### src/rtl/reg_bank_wr_arbiter.sv
// reg_bank_wr_arbiter
// Shares one WIDTH-bit enabled storage register among NUM_REQ requesters.
// A three-state sequencer (IDLE -> WRITE -> ACK) grants one writer at a time.
// The winner's data is captured into a holding register at grant. The shared
// register is written in WRITE, and the winner gets a one-cycle acknowledge in ACK.
// All outputs are decoded from registered state only, so there is no
// combinational path from iReq to any output.
//
// Build option:
//   REGARB_FIXED_PRIO_EN  when defined, the lowest set iReq index always wins
//                         and the round-robin pointer is frozen at zero.
//                         When undefined (default), arbitration is round-robin.

module reg_bank_wr_arbiter #(
    parameter int                NUM_REQ   = 4,
    parameter int                WIDTH     = 8,
    parameter logic [WIDTH-1:0]  RST_VALUE = '0
) (
    input  logic                       iClk,
    input  logic                       iRst_n,
    input  logic [NUM_REQ-1:0]         iReq,
    input  logic [NUM_REQ*WIDTH-1:0]   iData,
    output logic [NUM_REQ-1:0]         oGnt,
    output logic [NUM_REQ-1:0]         oAck,
    output logic                       oWrEna,
    output logic                       oBusy,
    output logic [WIDTH-1:0]           oQ
);

    localparam int IDX_W = $clog2(NUM_REQ);

    typedef enum logic [1:0] {
        IDLE  = 2'd0,
        WRITE = 2'd1,
        ACK   = 2'd2
    } state_t;

    state_t             stateReg, stateNext;
    logic [IDX_W-1:0]   winReg,   winNext;
    logic [IDX_W-1:0]   ptrReg,   ptrNext;
    logic [WIDTH-1:0]   holdReg,  holdNext;
    logic [WIDTH-1:0]   qReg,     qNext;

    logic [IDX_W-1:0]   pickIdx;
    logic               pickValid;
    logic [WIDTH-1:0]   dataArr [NUM_REQ];
    logic [NUM_REQ-1:0] winOneHot;

    // Split the flat data bus into one word per requester and decode the
    // latched winner index into a one-hot vector.
    generate
        for (genvar gi = 0; gi < NUM_REQ; gi++) begin : g_perReq
            assign dataArr[gi]   = iData[gi*WIDTH +: WIDTH];
            assign winOneHot[gi] = (winReg == IDX_W'(gi));
        end
    endgenerate

`ifdef REGARB_FIXED_PRIO_EN
    // Fixed priority: scan from the top down so the lowest set index is the last
    // assignment and therefore wins.
    always_comb begin
        pickValid = 1'b0;
        pickIdx   = '0;
        for (int k = NUM_REQ - 1; k >= 0; k--) begin
            if (iReq[IDX_W'(k)]) begin
                pickValid = 1'b1;
                pickIdx   = IDX_W'(k);
            end
        end
    end
`else
    logic [IDX_W:0] rrSum;

    // Round-robin: visit offsets from the pointer in descending order. The
    // smallest offset (closest at-or-after the pointer, wrapping) is then the
    // last one written and wins.
    always_comb begin
        pickValid = 1'b0;
        pickIdx   = '0;
        rrSum     = '0;
        for (int k = NUM_REQ - 1; k >= 0; k--) begin
            rrSum = {1'b0, ptrReg} + (IDX_W+1)'(k);
            if (rrSum >= (IDX_W+1)'(NUM_REQ)) begin
                rrSum = rrSum - (IDX_W+1)'(NUM_REQ);
            end
            if (iReq[rrSum[IDX_W-1:0]]) begin
                pickValid = 1'b1;
                pickIdx   = rrSum[IDX_W-1:0];
            end
        end
    end
`endif

    // State and datapath registers. Reset aborts any transaction in flight.
    always_ff @(posedge iClk or negedge iRst_n) begin
        if (!iRst_n) begin
            stateReg <= IDLE;
            winReg   <= '0;
            ptrReg   <= '0;
            holdReg  <= '0;
            qReg     <= RST_VALUE;
        end else begin
            stateReg <= stateNext;
            winReg   <= winNext;
            ptrReg   <= ptrNext;
            holdReg  <= holdNext;
            qReg     <= qNext;
        end
    end

    // Next-state logic. Grant and data capture happen on the IDLE edge, so later
    // changes on iReq or iData cannot alter the write already in progress.
    always_comb begin
        stateNext = stateReg;
        winNext   = winReg;
        ptrNext   = ptrReg;
        holdNext  = holdReg;
        qNext     = qReg;
        case (stateReg)
            IDLE: begin
                if (pickValid) begin
                    winNext   = pickIdx;
                    holdNext  = dataArr[pickIdx];
                    stateNext = WRITE;
                end
            end
            WRITE: begin
                qNext     = holdReg;
                stateNext = ACK;
            end
            ACK: begin
`ifndef REGARB_FIXED_PRIO_EN
                // The winner ranks last in the next arbitration round.
                ptrNext = (winReg == IDX_W'(NUM_REQ - 1)) ? '0 : winReg + IDX_W'(1);
`endif
                stateNext = IDLE;
            end
            default: begin
                stateNext = IDLE;
            end
        endcase
    end

    // Output decode from registered state only.
    always_comb begin
        oWrEna = (stateReg == WRITE);
        oBusy  = (stateReg == WRITE) || (stateReg == ACK);
        oGnt   = oBusy ? winOneHot : '0;
        oAck   = (stateReg == ACK) ? winOneHot : '0;
        oQ     = qReg;
    end

endmodule
### config.mk
export PLATFORM = sky130hd
export DESIGN_NAME = reg_bank_wr_arbiter
export DESIGN_NICKNAME = d
export VERILOG_FILES = /design/src/rtl/reg_bank_wr_arbiter.sv
export SDC_FILE = /design/constraint.sdc
export NUM_CORES = 1
export LEC_CHECK = 0
export CORE_MARGIN = 3
export CORE_UTILIZATION = 41
export DETAILED_ROUTE_END_ITERATION = 8
export GPL_ROUTABILITY_DRIVEN = 0
export GPL_TIMING_DRIVEN = 0
export HOLD_SLACK_MARGIN = 0.08
export PLACE_DENSITY = 0.9
export SLEW_MARGIN = 20
export SYNTH_ARGS = -nofsm -noshare
export SYNTH_HDL_FRONTEND = slang
export SYNTH_SLANG_ARGS = --single-unit
### constraint.sdc
create_clock -name iClk -period 1.7 [get_ports iClk]
set_input_delay 0.34 -clock iClk [delete_from_list [all_inputs] [get_ports iClk]]
set_output_delay 0.34 -clock iClk [all_outputs]
set_load 0.02 [all_outputs]
After elaboration in Yosys (flattened, before gate mapping)
Index checks and enable logic that the tools add are counted.

storage, ports and cells
  output and inout bits = 18
  word-level logic and storage cells = 61
  input bits = 38
  register bits = 22

operators by class
  $lt $le $gt $ge = 9
  reductions and logical operators = 4
  multiplexer cells = 28
  equal/unequal tests = 6
  $add $sub $neg = 8
  bitwise gates (word level) = 1

operator list
  operator                                                                       count
  2-bit 2-to-1 mux                                                               10
  8-bit binary-select mux with 2-bit select                                      1
  8-bit 2-to-1 mux                                                               2
  3-bit >= comparator (second input constant)                                    4
  2-bit by 3-bit less-than comparator with 1-bit output (second input constant)  4
  1-bit binary-select mux with 2-bit select                                      4
  1-bit 2-to-1 mux                                                               8
  4-bit 2-to-1 mux                                                               2
  2-bit by 1-bit subtractor with 2-bit output (second input constant)            4
  2-bit by 2-bit adder with 3-bit output (second input constant)                 2
  2-bit equality test (second input constant)                                    3
  2-bit by 1-bit equality test with 1-bit output (second input constant)         2
  2-bit zero test                                                                2
  2-bit one-hot mux with 2 select lines                                          1
  2-bit by 1-bit adder with 3-bit output (second input constant)                 1
  2-bit by 3-bit >= comparator with 1-bit output (second input constant)         1
  2-bit NOT with 3-bit output                                                    1
  2-bit by 1-bit adder with 2-bit output (second input constant)                 1
  2-bit != test (second input constant)                                          1
  2-bit AND reduction                                                            1
  1-bit logical OR                                                               1

Depth between registers and ports, before layout
  word-level depth = 13
  mapped depth = 7
  gate-level depth less buffers = 5

Worst setup path before layout
Ideal clock, no wire load.

  kind = register to register
  start point = reg stateReg[1]
  end point = reg qReg[0], in the netlist oQ[0]
  buffers on the path = 1
  library setup time = 0.125 ns
  cell stages (with the launch flop) = 5
  arrival time = 1.403 ns
  required time = 1.575 ns
  period minus slack after synthesis = 1.528 ns
  setup slack = 0.172 ns
  path through = dfrtp_1 > inv_1 > ha_1 > clkbuf_1 > mux2_2

between the ends
  word-level cells in the longest chain between the ends = 1

ends and longest elaborated chain
  element                                         RTL line  RTL
  start: declaration                              38        state_t stateReg, stateNext;
  start signal: assignment                        103       stateReg <= stateNext;
  2-bit by 1-bit equality test with 1-bit output  -
  net oWrEna                                      25        output logic oWrEna,
  end signal: assignment                          107       qReg <= qNext;
  end: declaration                                42        logic [WIDTH-1:0] qReg, qNext;

The timed path passes the listed nets, and every way through them passes these cells.
A chain may end at the register's enable or synchronous reset.

Final worst setup path
  start point = reg stateReg[1]
  end point = out oAck[3]

between the ends
  word-level cells in the longest chain between the ends = 2

ends and longest elaborated chain
  element              RTL line  RTL
  2-bit equality test  149       oAck = (stateReg == ACK) ? winOneHot : '0;
  4-bit 2-to-1 mux     149
  end: declaration     24        output logic [NUM_REQ-1:0] oAck,

No other way between the ends.

==> summary.txt <==
Leak pwr: 0.000915 uW
First-pass GRT wire length: 5.04 mm
Slew HR: 36.5%
Worst slew pin tran: 950 ps
Max Buffers Root-to-Sink: 2
Global route hottest layer: met2
Synth Net Count: 160
Routed Antenna Nets: 0
CTS tree: built
Total Routing Usage GR: 18.2%
Worst skew pair latency: 310 ps
M2 GR Usage: 33.9%
# setup viols final: 0
FF+latch count, synth: 22
H-tree lvl count: 1
Final WS setup: 35.1 ps
CP startpoint kind: flop
Final-stage net count: 224
Status: finished clean
I/O pin cnt: 56
Seq/Total Area, Yosys: 43.4%
Starting density of the core: 44.5%
Worst-path clk slew: 120 ps
Post-synthesis cell area: 1270 um^2
Ys Warns: 0
Kind of critical path: reg -> out
Worst EP required: 1360 ps
Remaining DRCs: 0
Worst hold slack: 498 ps
Met3 usage: 3.98%
Synthesis-to-layout area growth: 54.6%
Pwr dens: 1670 nW/um^2
Layout cells sized above 1: 28.2%
CTS Buf Count: 3
Worst VDD drop: 975 uV
Vias per cell: 5.45
Die height: 61.6 um
Largest cells by area after synthesis: dfrtp_1 43%, mux2i_1 13%, mux2_2 7.1%, ha_1 6.9%, o221ai_1 5.5%
Vias after detailed routing: 1,134
WP data arrival: 1320 ps
Largest net degree at the start of global routing: 23
Antenna violations before repair: 0
Period utilisation layout: 97.9%
Clk_skew: 10.8 ps
Core box area: 2850 um^2
TNS Setup: 0 ps
Max_cap viols: 0
CTS sink cnt: 22
Grt met1 use: 20.3%
Final core utilization: 68.8%
WL final: 3.36 mm
Crit-path max FO: 7
Root buffer cell: clkbuf_4
Initial DRC Count: 76
Ant diodes: 0
DPL Wire Length: 2.63 mm
Placed Cells: 201
Non-Filler Instances: 208
Worst hold-check path type: reg -> reg
Die Footprint: 3800 um^2
Period minus WS final: 1660 ps
Fin. Hold Viols: 0
Cell count after synthesis: 115
Grt total ovfl: 0
Area share of the largest cell type after synthesis: 43.4%
# port buffers: 55
First drt pass iteration count: 4
Commonest non-fill, non-tap cell in the layout: clkdlybuf4s50_1
Die X: 61.6 um
Avg WL per Cell: 16.1 um
Worst Setup End Kind: primary output
Fill count: 205
Row count: 19
Syn Area/Cell: 11.0 um^2
Vias in the first global route: 1,124
Pre-CTS setup slack: -432 ps
F_max: 601 MHz
RSZ-0062 raised after global routing: true
Post-synth cell types: 24
Post-synth top area cell: dfrtp_1
Most frequent cells in the layout: 41 x clkdlybuf4s50_1, 22 x dfrtp_1, 16 x mux2i_1, 16 x nand2_1, 10 x buf_6
Max Slew Vio Count: 0
## critical path: stages (launching register included)
cell and delay, ps:
dfrtp_1 420, buf_6 130, ha_4 170, and2_1 150, buf_2 150
## per-stage QoR
step | instance area [um^2] | total power (uW)
4_1_cts | 1900 | 3140
3_5_place_dp | 1860 | 2860
2_1_floorplan | 1270 | 2130
6_report | 1960 | 3280
3_3_place_gp | 1860 | 2770
5_1_grt | 1960 | 3530
## final cells by class
cell class / instances / area, um^2 / share of cell area [%]
repair buffers: 60 / 581 / 29.6
inverters: 8 / 30.0 / 1.53
clock buffers: 3 / 22.5 / 1.15
multi-input cells: 80 / 707 / 36.0
flip-flops and latches: 22 / 551 / 28.1
well taps: 31 / 38.8 / 1.98
plain buffers: 4 / 32.5 / 1.66
## cells in the mapped netlist
cell type   n
a21oi_1     2
inv_1       6
nor2_1      1
dfrtp_1    22
o21ai_0     2
and2_1      8
mux2i_1    16
or2_1       1
buf_2       1
o21ai_1     3
ha_1        7
mux2_2      8
o221ai_1    8
buf_6       3
inv_2       2
a2bb2o_4    1
nand3_1     1
or4_1       1
nor4_1      1
clkbuf_1    1
a21boi_1    1
nand2_1    16
a221oi_2    2
o22ai_1     1
## sequential cells by signal (all words and copies together) (netlist names)
name / count
holdReg: 8
oQ: 8
winReg: 2
stateReg: 2
ptrReg: 2
## cells by family (layout without fill, tap and decap cells)
logic type      after synthesis  after routing  synth area share, %
buf+inv                      13             75                 5.72
fa+ha+maj                     7              7                 6.90
flops                        22             22                 43.4
simple gates                 29             29                 10.9
compound gates               20             20                 13.3
mux                          24             24                 19.7
## routing by layer
layer | routed length, um | vias up
met5 | 0 | -
met4 | 25 | 0
met3 | 171 | 2
met2 | 1940 | 32
met1 | 1220 | 566
li1 | - | 534
## final timing paths
path,startpoint,to,slack [ps],cells past startpoint
min in group asynchronous,iRst_n,oQ[5],540,1
max,stateReg[1],oAck[3],40,4
min reg2reg,holdReg[6],holdReg[6],500,2
max reg2reg,ptrReg[1],holdReg[5],160,6
max in group asynchronous,iRst_n,oQ[1],570,1
min,holdReg[6],holdReg[6],500,2
## power breakdown
group | switching [uW] | internal [uW]
logic | 1020 | 1080
clock network | 147 | 82.8
registers | 158 | 785
## timing repair
item	CTS	global route
hold buffers	0	0
pin swaps	0	4
hold endpoints to repair	0	0
setup buffers	3	2
resized for setup	46	30
endpoints found under the setup margin	18	19
(Power assumes the default switching activity.)
